### config.mk
export PLATFORM = sky130hd
export DESIGN_NAME = serial_twos_comp_unit
export DESIGN_NICKNAME = d
export VERILOG_FILES = /design/src/rtl/serial_defs_pkg.sv /design/src/rtl/serial_negate_core.sv /design/src/rtl/serial_twos_comp_unit.sv
export SDC_FILE = /design/constraint.sdc
export NUM_CORES = 1
export LEC_CHECK = 0
export CAP_MARGIN = 0
export CELL_PAD_IN_SITES_DETAIL_PLACEMENT = 1
export CELL_PAD_IN_SITES_GLOBAL_PLACEMENT = 1
export CORE_UTILIZATION = 32
export DETAILED_ROUTE_END_ITERATION = 12
export DONT_BUFFER_PORTS = 1
export MAX_ROUTING_LAYER = met4
export PLACE_DENSITY = 0.51
export SYNTH_ARGS = -nofsm -noshare
export SYNTH_HDL_FRONTEND = slang
export SYNTH_SLANG_ARGS = --single-unit
### constraint.sdc
create_clock -name t_clk -period 2.6 [get_ports t_clk]
set_input_delay 0.26 -clock t_clk [delete_from_list [all_inputs] [get_ports t_clk]]
set_output_delay 0.26 -clock t_clk [all_outputs]
set_load 0.01 [all_outputs]
### src/rtl/serial_defs_pkg.sv
// Shared definitions for the bit-serial two's-complement unit.
//   MODE_* : per-word operation codes, sampled with the start-of-word strobe
//   negates(): true when a word must be negated (NEG, or ABS on a negative word)
package serial_defs;
  localparam int MODE_W = 2;
  localparam logic [MODE_W-1:0] MODE_PASS = 2'b00;
  localparam logic [MODE_W-1:0] MODE_NEG  = 2'b01;
  localparam logic [MODE_W-1:0] MODE_ABS  = 2'b10;

  // Code 2'b11 is reserved and falls through to pass-through.
  function automatic logic negates(input logic [MODE_W-1:0] m, input logic sign);
    return (m == MODE_NEG) || ((m == MODE_ABS) && sign);
  endfunction
endpackage

### src/rtl/serial_negate_core.sv
// Serial two's-complement negation cell, LSB first.
// Bits up to and including the first 1 pass unchanged; every later bit inverts.
//   t_clk, r_n : clock, async active-low reset
//   start      : current b is bit 0 of a word (clears the seen-one history)
//   en         : b is a valid bit this cycle
//   neg        : negate this word (otherwise y = b)
//   b -> y     : serial in / serial out (combinational through the cell)
module serial_negate_core (
  input  logic t_clk,
  input  logic r_n,
  input  logic start,
  input  logic en,
  input  logic neg,
  input  logic b,
  output logic y
);
  logic r_seen;
  logic w_seen;

  // At bit 0 the stored history belongs to the previous word, so ignore it.
  assign w_seen = start ? 1'b0 : r_seen;
  assign y      = (neg & w_seen) ? ~b : b;

  always_ff @(posedge t_clk or negedge r_n) begin
    if (!r_n)    r_seen <= 1'b0;
    else if (en) r_seen <= w_seen | b;
  end
endmodule

### src/rtl/serial_twos_comp_unit.sv
// Bit-serial PASS / NEG / ABS unit for WIDTH-bit words, LSB first.
// A whole word is captured before any result bit leaves, so every mode has the
// same latency (ABS cannot decide until the sign bit, which arrives last).
// Capture buffer and output shift register are separate, so results stream
// back-to-back while the next word is collected.
//   t_clk, r_n                  : clock, async active-low reset
//   mode, in_valid, in_sof, in_bit : serial input; mode sampled with in_sof
//   out_valid, out_sof, out_eow, out_bit : serial result burst of WIDTH cycles
//   ovf       : with out_eow, NEG/ABS of the most negative value
//   frame_err : one-cycle pulse on a framing violation
module serial_twos_comp_unit
  import serial_defs::*;
#(
  parameter int WIDTH = 8
) (
  input  logic              t_clk,
  input  logic              r_n,
  input  logic [MODE_W-1:0] mode,
  input  logic              in_valid,
  input  logic              in_sof,
  input  logic              in_bit,
  output logic              out_valid,
  output logic              out_sof,
  output logic              out_eow,
  output logic              out_bit,
  output logic              ovf,
  output logic              frame_err
);
  localparam int CW = $clog2(WIDTH + 1);

  // Input side
  logic [CW-1:0]     r_cnt;
  logic [WIDTH-1:0]  r_cap;
  logic [MODE_W-1:0] r_mode;
  logic              r_ferr;

  // Output side
  logic [WIDTH-1:0]  r_osh;
  logic [CW-1:0]     r_oidx;
  logic              r_ovalid;
  logic              r_oneg;
  logic              r_oovf;

  logic              w_last;
  logic [WIDTH-1:0]  w_word;
  logic              w_neg;
  logic              w_ovf;
  logic              w_osof;
  logic              w_oeow;
  logic              w_y;

  // Bit WIDTH-1 is being accepted: the word completes on this edge.
  assign w_last = in_valid & ~in_sof & (r_cnt == CW'(WIDTH - 1));
  assign w_word = {in_bit, r_cap[WIDTH-2:0]};
  assign w_neg  = negates(r_mode, in_bit);
  // Negating 100..0 yields itself; w_neg already implies a set sign for ABS.
  assign w_ovf  = w_neg & in_bit & (r_cap[WIDTH-2:0] == '0);

  always_ff @(posedge t_clk or negedge r_n) begin
    if (!r_n) begin
      r_cnt  <= '0;
      r_cap  <= '0;
      r_mode <= MODE_PASS;
      r_ferr <= 1'b0;
    end else begin
      r_ferr <= in_valid & (in_sof ? (r_cnt != '0) : (r_cnt == '0));
      if (in_valid) begin
        if (in_sof) begin
          // A new start always wins; any partial word is abandoned.
          r_cap[0] <= in_bit;
          r_mode   <= mode;
          r_cnt    <= CW'(1);
        end else if (r_cnt != '0) begin
          for (int i = 1; i < WIDTH; i++)
            if (r_cnt == CW'(i)) r_cap[i] <= in_bit;
          r_cnt <= w_last ? '0 : r_cnt + CW'(1);
        end
      end
    end
  end

  // A completing word can only land on or after the previous burst's last
  // bit, because a word takes at least WIDTH input cycles; reload has priority.
  always_ff @(posedge t_clk or negedge r_n) begin
    if (!r_n) begin
      r_osh    <= '0;
      r_oidx   <= '0;
      r_ovalid <= 1'b0;
      r_oneg   <= 1'b0;
      r_oovf   <= 1'b0;
    end else if (w_last) begin
      r_osh    <= w_word;
      r_oidx   <= '0;
      r_ovalid <= 1'b1;
      r_oneg   <= w_neg;
      r_oovf   <= w_ovf;
    end else if (r_ovalid) begin
      r_osh <= r_osh >> 1;
      if (r_oidx == CW'(WIDTH - 1)) begin
        r_ovalid <= 1'b0;
        r_oidx   <= '0;
      end else begin
        r_oidx <= r_oidx + CW'(1);
      end
    end
  end

  assign w_osof = r_ovalid & (r_oidx == '0);
  assign w_oeow = r_ovalid & (r_oidx == CW'(WIDTH - 1));

  serial_negate_core u_neg (
    .t_clk (t_clk),
    .r_n   (r_n),
    .start (w_osof),
    .en    (r_ovalid),
    .neg   (r_oneg),
    .b     (r_osh[0]),
    .y     (w_y)
  );

  assign out_valid = r_ovalid;
  assign out_sof   = w_osof;
  assign out_eow   = w_oeow;
  assign out_bit   = r_ovalid & w_y;
  assign ovf       = w_oeow & r_oovf;
  assign frame_err = r_ferr;
endmodule

# Word level (Yosys, flattened, before mapping)
# Cells that the tools add are included.
[classes] n_mul=0 eq_ne=10 div=0 add_sub_neg=2 shifts=0 n_bitwise=13 order_cmp=0 n_reduce_logical=16 mux=14
[ops] cell="two-way mux 4 bit" n=6
[ops] cell="AND reduction 4 bit" n=6
[ops] cell="equality test 4 x 3 -> 1 bit (second input constant)" n=5
[ops] cell="two-way mux 8 bit" n=2
[ops] cell="bitwise AND 1 bit" n=10
[ops] cell="adder 4 x 1 -> 4 bit (second input constant)" n=2
[ops] cell="equality test 4 x 2 -> 1 bit (second input constant)" n=2
[ops] cell="zero test 4 bit" n=2
[ops] cell="zero test 7 bit" n=1
[ops] cell="two-way mux 1 bit" n=6
[ops] cell="equality test 4 x 1 -> 1 bit (second input constant)" n=1
[ops] cell="AND reduction 2 bit" n=2
[ops] cell="nonzero test 2 bit" n=2
[ops] cell="nonzero test 4 bit" n=1
[ops] cell="equality test 2 x 1 -> 1 bit (second input constant)" n=1
[ops] cell="equality test 2 bit (second input constant)" n=1
[ops] cell="NOT 1 bit" n=2
[ops] cell="logical AND 1 bit" n=1
[ops] cell="logical OR 1 bit" n=1
[ops] cell="OR 1 bit" n=1
[word_totals] n_memories=0 latchBits=0 elab_cells=71 inputBits=7 reg_bits=30 output_inout_bits=6 ramBits=0 mem_bits_ro=0

# Longest topological paths before layout
# Gate-level depths: netlist of the first run.
[logic_depth] depth_word=6 mapped_depth=7

# Modules after synthesis
# From an unflattened synthesis of the first run, not the netlist that was laid out.
[unflattened] cells_unflattened=142 hier_area_um2=1581.5
[by_module_without_submodules] mod="serial_twos_comp_unit" cells_per_inst=137 area_each_um2=1527.7 seq_area_each_um2=725.7 n_inst=1
[by_module_without_submodules] mod="serial_negate_core" cells_per_inst=5 area_each_um2=53.8 seq_area_each_um2=25.0 n_inst=1

# Least setup slack after synthesis of the first run
# OpenSTA, ideal clock, no wires.
[synth_timing] kind="register to register" start="register r_cnt[0]" end="register r_cnt[0]" t_arrival_ns=1.468 path_buffers=0 required_time_ns=2.476 setup_ns=0.124 period_less_slack_ns=1.592 stages_incl_launch_ff=7 slack_ns=1.008 path_cell_list="dfrtp_1 -> inv_1 -> ha_1 -> nor3b_1 -> ha_1 -> nand2b_1 -> o31a_1"
[synth_between] elab_chain_len=5
[synth_lines] element="start, declared" line="serial_twos_comp_unit.sv:32" source="logic [CW-1:0] r_cnt;"
[synth_lines] element="start signal, assigned" line="serial_twos_comp_unit.sv:76" source="r_cnt <= w_last ? '0 : r_cnt + CW'(1);"
[synth_lines] element="parallel branches: the longest is 5 deep, another holds adder 4 x 1 -> 4 bit"
# Parallel ways; which one is timed is not known. The select of a mux whose other input is x is not followed.
# A chain may end at the register's enable or synchronous reset.

# Worst setup path after layout of the first run
[layout_timing] start="register r_oidx[0]" end="output port out_bit"
[layout_between] elab_chain_len=6
[layout_lines] element="start, declared" line="serial_twos_comp_unit.sv:39" source="logic [CW-1:0] r_oidx;"
[layout_lines] element="start signal, assigned" line="serial_twos_comp_unit.sv:103" source="r_oidx <= r_oidx + CW'(1);"
[layout_lines] element="zero test 4 bit" line="serial_twos_comp_unit.sv:108" source="assign w_osof = r_ovalid & (r_oidx == '0);"
[layout_lines] element="bitwise AND 1 bit" line="serial_twos_comp_unit.sv:108"
[layout_lines] element="two-way mux 1 bit" line="serial_negate_core.sv:21" source="assign w_seen = start ? 1'b0 : r_seen;"
[layout_lines] element="bitwise AND 1 bit" line="serial_negate_core.sv:22" source="assign y = (neg & w_seen) ? ~b : b;"
[layout_lines] element="two-way mux 1 bit" line="serial_negate_core.sv:22"
[layout_lines] element="bitwise AND 1 bit" line="serial_twos_comp_unit.sv:124" source="assign out_bit = r_ovalid & w_y;"
[layout_lines] element="end, declared" line="serial_twos_comp_unit.sv:25" source="output logic out_bit,"
# Every way passes these cells.

==> summary.log, run 1 <==
INFO  yosys          synthesis.nets=160
INFO  floorplan      die_area=5190µm²
INFO  detailed_routing num_vias=1081
INFO  yosys          synth_largest_type_area_fraction=0.478
INFO  critical_path  worstSetupEndpointType=primary output
INFO  yosys          synth_edf_count=0
INFO  final_layout   instances_no_fill=219
INFO  yosys          ys_async_sr_fraction=1.00
INFO  timing         totalNegativeSetupSlack=0ns
INFO  critical_path  critical_path_cell_count=5
INFO  timing         slew_viol_final=0
INFO  timing         setup_viol=0
INFO  clocking       cts-buffers-inserted=5
INFO  detailed_routing final_antenna_net_count=0
INFO  yosys          synth.yosys.warnings=0
INFO  clocking       ctsRootBufferMaster=sky130_fd_sc_hd__clkbuf_8
INFO  placement      place.detailed.hpwl=2.44mm
INFO  power          static-leakage-power=0.778nW
INFO  floorplan      die-width=72.1µm
INFO  timing         timing.max_slew.rel_slack=0.744
INFO  detailed_routing detail_route.wl_per_cell=15.5µm
INFO  yosys          synthTopCellsByArea=sky130_fd_sc_hd__dfrtp_1 (48%), sky130_fd_sc_hd__mux2_2 (6.5%), sky130_fd_sc_hd__mux2i_1 (6.4%), sky130_fd_sc_hd__ha_1 (5.6%), sky130_fd_sc_hd__nand3_1 (3.8%)
INFO  final_layout   layout_commonest_cell=sky130_fd_sc_hd__dfrtp_1
INFO  final_layout   area_growth_syn_to_layout=12.5%
INFO  grt            global_route.usage.total=0.157
INFO  critical_path  worstPathMaxFanout=4
INFO  placement      placement.io_buffers=0
INFO  placement      preCtsSetupSlack=0.811ns
INFO  run_status     status=complete, no violations
INFO  yosys          yosys_register_bits=30
INFO  grt            grt_pass1_vias=1186
INFO  critical_path  critPathSlowestCell=sky130_fd_sc_hd__dfrtp_1
INFO  detailed_routing detailedRoute.firstPassIterationCount=4
INFO  floorplan      std_cell_rows=25
INFO  yosys          synth_cells=146
INFO  yosys          synth_largest_area_cell=sky130_fd_sc_hd__dfrtp_1
INFO  critical_path  critical_path_source_type=register
INFO  timing         setup_slack=0.603ns
INFO  yosys          postSynth.topFlopCell=sky130_fd_sc_hd__dfrtp_1
INFO  critical_path  worst-r2r-cell-count=6
INFO  timing         period_needed=2.00ns
INFO  critical_path  crit_type=reg2out
INFO  final_layout   design.final.nets=165
INFO  timing         max_slew.worst_pin.slew=0.383ns
INFO  clocking       numClockSinks=30
INFO  clocking       postCtsSetupRepairBufs=0
INFO  floorplan      placeableCoreArea=4720µm²
INFO  detailed_routing via_per_inst=4.94
INFO  critical_path  critical-path-max-stage-delay=0.40ns
INFO  timing         skew=0.00139ns
INFO  timing         maxClockFrequency=0.501GHz
INFO  job            maxCapViolCount=0
INFO  grt            antenna_violations_before_repair=0
INFO  critical_path  crit-reg2reg-capture=r_cnt[0]$_DFFE_PN0P_
INFO  worst_hold_path timing.hold.worst.class=in2reg
INFO  critical_path  path_buf_inv=1
INFO  detailed_routing iteration_0_drc_count_of_the_detailed_router=37
INFO  timing         unrepaired_setup_endpoints_after_global_routing=false
INFO  clocking       worst_skew_pair.late_latency=0.28ns
INFO  final_layout   layout_common_cells=sky130_fd_sc_hd__dfrtp_1 (30), sky130_fd_sc_hd__nand2_1 (16), sky130_fd_sc_hd__nand3_1 (12), sky130_fd_sc_hd__mux2i_1 (10), sky130_fd_sc_hd__mux2_2 (9)
INFO  floorplan      initial_core_util=0.332
INFO  clocking       cts-resized-gates=0
INFO  clocking       tritoncts_clock_tree=yes
INFO  floorplan      design.portCount=13
INFO  timing         hold_violations=0
INFO  power          pwr_density_cell=995nW/µm²
INFO  critical_path  timing.critical_path.max_delay_family=simple AND/OR/NAND/NOR gates
INFO  yosys          synth.distinct_cells=34
INFO  yosys          seq_area_frac_synth=0.478
INFO  critical_path  setup.worst_path.start=r_oidx[0]$_DFFE_PN0P_
INFO  yosys          mappedNetlistArea=1570µm²
INFO  clocking       cts_htree_levels=2
INFO  critical_path  cp_cell_sequence=inv_1 -> ha_1 -> nor3b_1 -> or3_1 -> a21oi_1
INFO  detailed_routing wl=3.39mm
INFO  critical_path  crit_required=2.34ns
INFO  critical_path  crit_arrival=1.74ns
INFO  placement      place.detailed.instances=209
INFO  critical_path  crit_path_end=out_bit
INFO  clocking       clock_pin_transition_on_the_worst_setup_and_hold_timing_paths=0.06ns
INFO  floorplan      chipHeight=72.1µm
INFO  critical_path  rr_startpoint=r_cnt[0]$_DFFE_PN0P_
INFO  grt            gr-total-overflow=0
INFO  grt            maximum_number_of_pins_on_one_net_before_global_route_repair=31
INFO  clocking       ctsLongestPathBuffers=2
INFO  final_layout   antenna_diodes=0
INFO  detailed_routing drc=0
INFO  grt            grt_first_pass_wirelength=5.81mm
INFO  placement      finalWeightedCongestion=0.777
INFO  critical_path  r2r_setup_slack=0.83ns
INFO  final_layout   post_route_cells_drive_above_1_share=0.191
INFO  power          vdd.ir_drop.worst=0.313mV
INFO  power          design_power_total=0.00176W
INFO  yosys          syn_avg_cell_area=10.8µm²
INFO  timing         final.period_utilization=0.768
-- metal layers --
metal / up-vias / GRT usage / share of wire
li1: 518 / - / -
met1: 541 / 0.181 / 0.43
met2: 15 / 0.249 / 0.51
met3: 7 / 0.0500 / 0.035
met4: 0 / 0.0741 / 0.024
met5: - / - / 0
-- worst register-to-register path: stages (launching register included) --
cell and delay (ns):
sky130_fd_sc_hd__dfrtp_1 0.43, sky130_fd_sc_hd__inv_1 0.10, sky130_fd_sc_hd__ha_1 0.24, sky130_fd_sc_hd__nor3b_1 0.15
sky130_fd_sc_hd__ha_1 0.21, sky130_fd_sc_hd__nand2b_1 0.23, sky130_fd_sc_hd__o31a_1 0.31
-- per-stage QoR --
stage               area [µm²]  hold WS, ns  utilization
global route              1770       0.0651        0.374
CTS                       1770       0.0659        0.374
finish                    1770       0.0716        0.374
floorplan                 1570      -0.0356            -
global placement          1630      -0.0346        0.344
detailed placement        1630      -0.0347        0.344
-- Yosys cell counts, types with 4 or more instances --
master / n
sky130_fd_sc_hd__mux2_2: 9
sky130_fd_sc_hd__a21oi_1: 4
sky130_fd_sc_hd__o21ai_0: 7
sky130_fd_sc_hd__ha_1: 7
sky130_fd_sc_hd__nor2_1: 5
sky130_fd_sc_hd__nand3_1: 12
sky130_fd_sc_hd__o21ai_2: 6
sky130_fd_sc_hd__inv_1: 7
sky130_fd_sc_hd__nand2b_1: 4
sky130_fd_sc_hd__nand2_1: 16
sky130_fd_sc_hd__mux2i_1: 10
sky130_fd_sc_hd__nor3b_1: 4
sky130_fd_sc_hd__dfrtp_1: 30
-- state kept, by name, indices dropped and copies added (netlist names) --
name	count
frame_err	1
out_valid	1
r_cap	7
r_cnt	4
r_mode	2
r_oidx	4
r_oneg	1
r_oovf	1
r_osh	8
u_neg.r_seen	1
-- cells by family (layout without fill, tap and decap cells) --
group | Yosys count | count (layout) | synth area share
simple gates | 52 | 52 | 0.178
buf+inv | 13 | 19 | 0.0438
fa+ha+maj | 7 | 7 | 0.0558
flops | 30 | 30 | 0.478
compound gates | 23 | 23 | 0.100
mux | 20 | 20 | 0.138
xor+xnor | 1 | 1 | 0.00558
-- power breakdown --
| part | internal (W) | switching [W] | total [W] |
|---|---|---|---|
| Sequential | 0.000630 | 0.000149 | 0.000779 |
| Combinational | 0.000253 | 0.000285 | 0.000537 |
| Clock | 0.000267 | 0.000174 | 0.000440 |
-- repair_timing --
action,in CTS,in global routing
endpoints found under the hold margin,30,0
hold buffers,2,0
endpoints found under the setup margin,0,0
-- worst min path at each step --
| stage | start | end | slack (ns) | cells after the start |
|---|---|---|---|---|
| 6_report | in_sof | r_cnt[3]$_DFFE_PN0P_ | 0.07 | 1 |
| 5_1_grt | in_sof | r_cnt[3]$_DFFE_PN0P_ | 0.07 | 1 |
| 4_1_cts | in_sof | r_cnt[3]$_DFFE_PN0P_ | 0.07 | 1 |
| 3_5_place_dp | r_n | r_osh[5]$_DFFE_PN0P_ | -0.03 | 0 |
| 3_3_place_gp | r_n | r_osh[5]$_DFFE_PN0P_ | -0.03 | 0 |
| 2_1_floorplan | r_n | frame_err$_DFF_PN0_ | -0.04 | 0 |
-- area by class of cell --
class                   count  area, µm²
clock buffers               8        110
repair buffers              4       45.0
multi-input cells         103        751
flip-flops and latches     30        751
inverters                   7       26.3
fillers                   543       2960
well taps                  67       83.8
No activity file was read; power rests on OpenSTA's default activity.
==> run 2: changes to the inputs <==
--- a/config.mk
+++ b/config.mk
@@ -12,7 +12,7 @@
 export DETAILED_ROUTE_END_ITERATION = 12
 export DONT_BUFFER_PORTS = 1
 export MAX_ROUTING_LAYER = met4
-export PLACE_DENSITY = 0.51
+export PLACE_DENSITY = 0.53
 export SYNTH_ARGS = -nofsm -noshare
 export SYNTH_HDL_FRONTEND = slang
 export SYNTH_SLANG_ARGS = --single-unit
==> constraint.sdc (replaced) <==
create_clock -name t_clk -period 1.7 [get_ports t_clk]
set_input_delay 0.17 -clock t_clk [delete_from_list [all_inputs] [get_ports t_clk]]
set_output_delay 0.17 -clock t_clk [all_outputs]
set_load 0.01 [all_outputs]
==> summary.log, run 2 (synthesis gave the netlist of run 1 again) <==
INFO  power          power.share.combinational=0.378 [was 0.306]
INFO  clocking       worst_skew_pair.late_latency=0.28ns [about the same]
INFO  critical_path  path_buf_inv=1 [unchanged]
INFO  job            maxCapViolCount=0 [unchanged]
INFO  detailed_routing detail_route.wl_per_cell=15.4µm [was 15.5 µm]
INFO  critical_path  crit_arrival=1.57ns [was 1.74 ns]
INFO  timing         maxClockFrequency=0.575GHz
INFO  critical_path  cp_cell_sequence=inv_2 -> ha_4 -> nor3b_4 -> or3_4 -> a21oi_4 [was inv_1 -> ha_1 -> nor3b_1 -> or3_1 -> a21oi_1]
INFO  timing         skew=0.00796ns [was 0.00139 ns]
INFO  final_layout   final_util=0.401 [was 0.374]
INFO  final_layout   largest_registers=r_osh (8), r_cap (7) [unchanged]
INFO  critical_path  critical_path_source_type=register [unchanged]
INFO  run_status     status=complete, but fails checks [was complete, no violations]
INFO  power          pwr_density_cell=1460nW/µm² [was 995 nW/µm²]
INFO  final_layout   layout_common_cells=sky130_fd_sc_hd__dfrtp_1 (30), sky130_fd_sc_hd__nand2_1 (16), sky130_fd_sc_hd__nand3_1 (12), sky130_fd_sc_hd__buf_4 (12), sky130_fd_sc_hd__mux2i_1 (10) [was sky130_fd_sc_hd__dfrtp_1 (30), sky130_fd_sc_hd__nand2_1 (16), sky130_fd_sc_hd__nand3_1 (12), sky130_fd_sc_hd__mux2i_1 (10), sky130_fd_sc_hd__mux2_2 (9)]
INFO  worst_hold_path timing.hold.worst.class=in2reg [unchanged]
INFO  critical_path  timing.critical_path.max_delay_family=simple AND/OR/NAND/NOR gates [unchanged]
INFO  clocking       cts_htree_levels=2 [unchanged]
INFO  detailed_routing iteration_0_drc_count_of_the_detailed_router=45 [was 37]
INFO  final_layout   antenna_diodes=0 [unchanged]
INFO  final_layout   layout_commonest_cell=sky130_fd_sc_hd__dfrtp_1 [unchanged]
INFO  final_layout   post_route_cells_drive_above_1_share=0.294 [was 0.191]
INFO  placement      place.detailed.hpwl=2.54mm [was 2.44 mm]
INFO  detailed_routing wl=3.54mm [was 3.39 mm]
INFO  power          vdd.ir_drop.worst=0.463mV [was 0.313 mV]
INFO  placement      placement.io_buffers=0 [unchanged]
INFO  timing         max_slew.worst_pin.slew=0.394ns [was 0.383 ns]
INFO  final_layout   area_growth_syn_to_layout=20.7% [was 12.5%]
INFO  placement      place.detailed.instances=215 [was 209]
INFO  run_status     violations_in_the_final_reports=negative setup slack
INFO  critical_path  critical-path-max-stage-delay=0.38ns [was 0.40 ns]
INFO  detailed_routing num_vias=1136 [was 1081]
INFO  final_layout   largest-register=r_osh [unchanged]
INFO  power          clockPowerShare=0.192 [was 0.251]
INFO  clocking       numClockSinks=30 [unchanged]
INFO  floorplan      initial_core_util=0.332 [unchanged]
INFO  timing         period_needed=1.74ns
INFO  grt            global_route.usage.total=0.162 [was 0.157]
INFO  grt            gr-total-overflow=0 [unchanged]
INFO  final_layout   largest_register_ff_count=8 [unchanged]
INFO  clocking       cts-buffers-inserted=5 [unchanged]
INFO  detailed_routing detailedRoute.firstPassIterationCount=4 [unchanged]
INFO  floorplan      std_cell_rows=25 [unchanged]
INFO  power          power_switching_share=0.358 [was 0.346]
INFO  detailed_routing drc=0 [unchanged]
INFO  clocking       ctsLongestPathBuffers=2 [unchanged]
INFO  grt            grt_first_pass_wirelength=6.01mm [was 5.81 mm]
INFO  clocking       clock_pin_transition_on_the_worst_setup_and_hold_timing_paths=0.06ns [about the same]
INFO  critical_path  critPathSlowestCell=sky130_fd_sc_hd__or3_4 [was sky130_fd_sc_hd__dfrtp_1]
INFO  floorplan      die_area=5190µm² [unchanged]
INFO  timing         final.period_utilization=1.02
INFO  power          static-leakage-power=0.829nW [was 0.778 nW]
INFO  placement      finalWeightedCongestion=0.720 [was 0.777]
INFO  timing         setup_slack=-0.0393ns [was 0.603 ns]
INFO  timing         hold_violations=0 [unchanged]
INFO  timing         timing.max_slew.rel_slack=0.735 [was 0.744]
INFO  grt            grt_pass1_vias=1247 [was 1186]
INFO  floorplan      placeableCoreArea=4720µm² [unchanged]
INFO  clocking       ctsRootBufferMaster=sky130_fd_sc_hd__clkbuf_8 [unchanged]
INFO  final_layout   instances_no_fill=230 [was 219]
INFO  grt            antenna_violations_before_repair=0 [unchanged]
INFO  power          power.switching=0.000992W [was 0.000607 W]
INFO  critical_path  worstSetupEndpointType=primary output [unchanged]
INFO  timing         unrepaired_setup_endpoints_after_global_routing=true [was false]
INFO  critical_path  worstPathMaxFanout=2 [was 4]
INFO  detailed_routing via_per_inst=4.94 [about the same]
INFO  timing         setup_viol=1 [was 0]
INFO  power          power.share.sequential=0.430 [was 0.443]
INFO  clocking       tritoncts_clock_tree=yes [unchanged]
INFO  power          p_int=0.00178W [was 0.00115 W]
INFO  timing         slew_viol_final=0 [unchanged]
INFO  floorplan      chipHeight=72.1µm [unchanged]
INFO  floorplan      die-width=72.1µm [unchanged]
INFO  final_layout   design.final.nets=177 [was 165]
INFO  detailed_routing final_antenna_net_count=0 [unchanged]
INFO  critical_path  crit_required=1.53ns [was 2.34 ns]
INFO  grt            maximum_number_of_pins_on_one_net_before_global_route_repair=31 [unchanged]
INFO  floorplan      design.portCount=13 [unchanged]
INFO  critical_path  crit_type=reg2out [unchanged]
## run 2: timing repair
action / in CTS / in global routing
setup buffers: 2 / 3
gates resized for setup: 5 / 9
hold buffers: 3 / 0
endpoints found under the setup margin: 1 / 5
pin swaps: 1 / 4
endpoints found under the hold margin: 31 / 0
## run 2: final timing paths
check                                         start                       end  slack [ns]  depth (start not counted)
max                           r_oidx[1]$_DFFE_PN0P_                   out_bit       -0.04                          5
min                                        in_valid       frame_err$_DFF_PN0_        0.03                          1
max reg2reg                    r_cnt[0]$_DFFE_PN0P_      r_cnt[0]$_DFFE_PN0P_        0.10                          6
min reg2reg                u_neg.r_seen$_DFFE_PN0P_  u_neg.r_seen$_DFFE_PN0P_        0.51                          2
max in group asynchronous                       r_n       out_valid$_DFF_PN0_        1.17                          2
min in group asynchronous                       r_n      r_osh[3]$_DFFE_PN0P_        0.36                          2
## run 2: routing by layer
layer  share of wire  GRT usage  vias up  wire [µm]
li1                -          -      549          -
met2            0.52      0.276       12       1840
met1            0.43      0.174      570       1520
met5               0          -        -          0
met3           0.033     0.0542        5        118
met4           0.017     0.0675        0         60
## run 2: layout make-up
class | count | area (µm²)
tap | 67 | 83.8
timing repair buffer | 16 | 150
inverter | 7 | 26.3
multi-input combinational | 103 | 808
clock buffer | 7 | 76.3
sequential | 30 | 751
fill | 525 | 2830
## run 2: per-stage QoR
| stage | setup slack [ns] | hold slack (ns) | setup TNS, ns | cell area, µm² | total power (W) |
|---|---|---|---|---|---|
| 5_1_grt | -0.0869 | 0.0142 | -0.171 | 1900 | 0.00301 |
| 3_5_place_dp | 0.0497 | -0.124 | 0 | 1680 | 0.00207 |
| 3_3_place_gp | 0.122 | -0.125 | 0 | 1680 | 0.00203 |
| 6_report | -0.0393 | 0.0325 | -0.0393 | 1900 | 0.00277 |
| 2_1_floorplan | 0.108 | -0.126 | 0 | 1570 | 0.00179 |
| 4_1_cts | -0.0118 | 0.0196 | -0.0118 | 1830 | 0.00272 |
## run 2: power groups by stage
stage | clock network (W) | registers (W) | logic, W
global route | 0.000588 | 0.00124 | 0.00118
finish | 0.000532 | 0.00119 | 0.00105
global placement | 0 | 0.00119 | 0.000836
floorplan | 0 | 0.00115 | 0.000640
detailed placement | 0 | 0.00120 | 0.000868
CTS | 0.000559 | 0.00118 | 0.000981
==> run 3: changes to the inputs <==
--- a/config.mk
+++ b/config.mk
@@ -13,6 +13,7 @@
 export DONT_BUFFER_PORTS = 1
 export MAX_ROUTING_LAYER = met4
 export PLACE_DENSITY = 0.53
+export SKIP_CTS_REPAIR_TIMING = 1
 export SYNTH_ARGS = -nofsm -noshare
 export SYNTH_HDL_FRONTEND = slang
 export SYNTH_SLANG_ARGS = --single-unit
==> summary.log, run 3 (synthesis gave the netlist of run 1 again) <==
INFO  critical_path  critPathSlowestCell=sky130_fd_sc_hd__dfrtp_1 [was sky130_fd_sc_hd__or3_4]
INFO  final_layout   final_area=1900µm² [unchanged]
INFO  timing         max_slew.worst_pin.slew=0.397ns [was 0.394 ns]
INFO  timing         hold_violations=0 [unchanged]
INFO  grt            maximum_number_of_pins_on_one_net_before_global_route_repair=31 [unchanged]
INFO  timing         setup_slack=-0.0428ns [was -0.0393 ns]
INFO  critical_path  rr_startpoint=r_cnt[0]$_DFFE_PN0P_ [unchanged]
INFO  detailed_routing detailedRoute.firstPassIterationCount=4 [unchanged]
INFO  critical_path  crit_type=reg2out [unchanged]
INFO  clocking       numClockSinks=30 [unchanged]
INFO  critical_path  cp_cell_sequence=inv_2 -> ha_4 -> nor3b_4 -> or3_4 -> a21oi_4 [unchanged]
INFO  grt            global_route.usage.total=0.160 [was 0.162]
INFO  final_layout   largest_registers=r_osh (8), r_cap (7) [unchanged]
INFO  final_layout   layout_commonest_cell=sky130_fd_sc_hd__dfrtp_1 [unchanged]
INFO  floorplan      std_cell_rows=25 [unchanged]
INFO  timing         unrepaired_setup_endpoints_after_global_routing=true [unchanged]
INFO  floorplan      design.portCount=13 [unchanged]
INFO  final_layout   layout_common_cells=sky130_fd_sc_hd__dfrtp_1 (30), sky130_fd_sc_hd__nand2_1 (16), sky130_fd_sc_hd__nand3_1 (12), sky130_fd_sc_hd__buf_4 (12), sky130_fd_sc_hd__mux2i_1 (10) [unchanged]
INFO  floorplan      die-width=72.1µm [unchanged]
INFO  run_status     status=complete, but fails checks [unchanged]
INFO  worst_hold_path holdPathStages=1 [unchanged]
INFO  final_layout   largest-register=r_osh [unchanged]
INFO  power          static-leakage-power=0.829nW [about the same]
INFO  clocking       ctsLongestPathBuffers=2 [unchanged]
INFO  critical_path  path_buf_inv=1 [unchanged]
INFO  placement      place.detailed.hpwl=2.54mm [unchanged]
INFO  detailed_routing via_per_inst=4.94 [about the same]
INFO  detailed_routing drc=0 [unchanged]
INFO  clocking       worst_skew_pair.late_latency=0.28ns [about the same]
INFO  critical_path  worst-r2r-cell-count=6 [unchanged]
INFO  worst_hold_path hold_start=in_valid [unchanged]
INFO  final_layout   antenna_diodes=0 [unchanged]
INFO  clocking       cts_htree_levels=2 [unchanged]
INFO  critical_path  critical-path-max-stage-delay=0.38ns [about the same]
INFO  placement      place.detailed.instances=215 [unchanged]
INFO  critical_path  crit_required=1.53ns [about the same]
INFO  placement      finalWeightedCongestion=0.720 [unchanged]
INFO  worst_hold_path holdPathEnd=frame_err$_DFF_PN0_ [unchanged]
INFO  grt            gr-total-overflow=0 [unchanged]
INFO  timing         setup_viol=1 [unchanged]
INFO  detailed_routing num_vias=1137 [was 1136]
INFO  floorplan      die_area=5190µm² [unchanged]
INFO  final_layout   multiInputGateArea=808µm² [unchanged]
INFO  critical_path  timing.critical_path.max_delay_family=simple AND/OR/NAND/NOR gates [unchanged]
INFO  detailed_routing iteration_0_drc_count_of_the_detailed_router=33 [was 45]
INFO  timing         timing.max_slew.rel_slack=0.733 [was 0.735]
INFO  final_layout   post_route_cells_drive_above_1_share=0.294 [unchanged]
INFO  final_layout   nFillCells=527 [was 525]
INFO  clocking       tritoncts_clock_tree=yes [unchanged]
INFO  final_layout   instances_no_fill=230 [unchanged]
INFO  power          pwr_density_cell=1460nW/µm² [about the same]
INFO  clocking       cts-buffers-inserted=5 [unchanged]
INFO  detailed_routing wl=3.54mm [unchanged]
INFO  critical_path  setup.worst_path.start=r_oidx[0]$_DFFE_PN0P_ [was r_oidx[1]$_DFFE_PN0P_]
INFO  final_layout   largest_register_ff_count=8 [unchanged]
INFO  grt            grt_first_pass_wirelength=5.91mm [was 6.01 mm]
INFO  critical_path  worstPathMaxFanout=3 [was 2]
INFO  final_layout   design.final.nets=177 [unchanged]
INFO  timing         period_needed=1.74ns [about the same]
INFO  critical_path  crit_arrival=1.57ns [about the same]
INFO  clocking       clock_pin_transition_on_the_worst_setup_and_hold_timing_paths=0.06ns [about the same]
INFO  timing         maxClockFrequency=0.574GHz [was 0.575 GHz]
INFO  critical_path  r2r_setup_slack=0.10ns [about the same]
INFO  timing         slew_viol_final=0 [unchanged]
INFO  placement      placement.io_buffers=0 [unchanged]
INFO  power          design_power_total=0.00277W [about the same]
INFO  floorplan      initial_core_util=0.332 [unchanged]
INFO  power          vdd.ir_drop.worst=0.501mV [was 0.463 mV]
INFO  clocking       ctsRootBufferMaster=sky130_fd_sc_hd__clkbuf_8 [unchanged]
INFO  final_layout   seqCellArea=751µm² [unchanged]
INFO  final_layout   area_growth_syn_to_layout=20.7% [unchanged]
INFO  detailed_routing detail_route.wl_per_cell=15.4µm [unchanged]
INFO  grt            antenna_violations_before_repair=0 [unchanged]
INFO  placement      placedInstanceArea=1680µm² [unchanged]
INFO  grt            grt_pass1_vias=1214 [was 1247]
INFO  detailed_routing final_antenna_net_count=0 [unchanged]
INFO  critical_path  crit-reg2reg-capture=r_cnt[0]$_DFFE_PN0P_ [unchanged]
INFO  floorplan      placeableCoreArea=4720µm² [unchanged]
INFO  critical_path  worstSetupEndpointType=primary output [unchanged]
INFO  timing         skew=0.00806ns [was 0.00796 ns]
INFO  floorplan      chipHeight=72.1µm [unchanged]
INFO  run_status     violations_in_the_final_reports=negative setup slack [unchanged]
INFO  timing         final.period_utilization=1.03 [was 1.02]
INFO  critical_path  critical_path_source_type=register [unchanged]
INFO  worst_hold_path timing.hold.worst.class=in2reg [unchanged]
INFO  job            maxCapViolCount=0 [unchanged]
-- run 3: cell counts in the layout (fill, tap and decap cells not counted) --
No cell type changed its count.
-- run 3: power by group --
group | internal, W | switching (W) | total, W
Combinational | 0.000531 | 0.000505 | 0.00104
Sequential | 0.000964 | 0.000234 | 0.00120
Clock | 0.000281 | 0.000250 | 0.000531
Total | 0.00178 | 0.000989 | 0.00277
-- run 3: metrics by stage --
stage / TNS (ns) / hold WS (ns) / utilization / worst slack [ns]
2_1_floorplan: 0 / -0.126 / - / 0.108
3_3_place_gp: 0 / -0.125 / 0.357 / 0.122
3_5_place_dp: 0 / -0.124 / 0.357 / 0.0497
4_1_cts: -0.218 / -0.432 / 0.373 / -0.218
5_1_grt: -0.113 / 0.0142 / 0.401 / -0.101
6_report: -0.0428 / 0.0327 / 0.401 / -0.0428
-- run 3: worst max path at each step --
stage	end	depth (start not counted)
3_5_place_dp	r_cnt[0]$_DFFE_PN0P_	6
3_3_place_gp	r_cnt[0]$_DFFE_PN0P_	6
5_1_grt	out_bit	5
4_1_cts	out_bit	5
6_report	out_bit	5
2_1_floorplan	r_cnt[0]$_DFFE_PN0P_	6
-- run 3: routing by layer --
layer,track usage,vias to the layer above,share of wire,wire length (µm)
met1,0.168,572,0.43,1520
met4,0.0697,0,0.017,60
li1,-,548,-,-
met5,-,-,0,0
met3,0.0583,5,0.033,117
met2,0.270,12,0.52,1840
-- run 3: final cells by class --
type / instances / share of cell area
multi-input combinational: 103 / 0.426
timing repair buffer: 16 / 0.0792
tap: 67 / 0.0442
sequential: 30 / 0.396
clock buffer: 7 / 0.0403
inverter: 7 / 0.0139
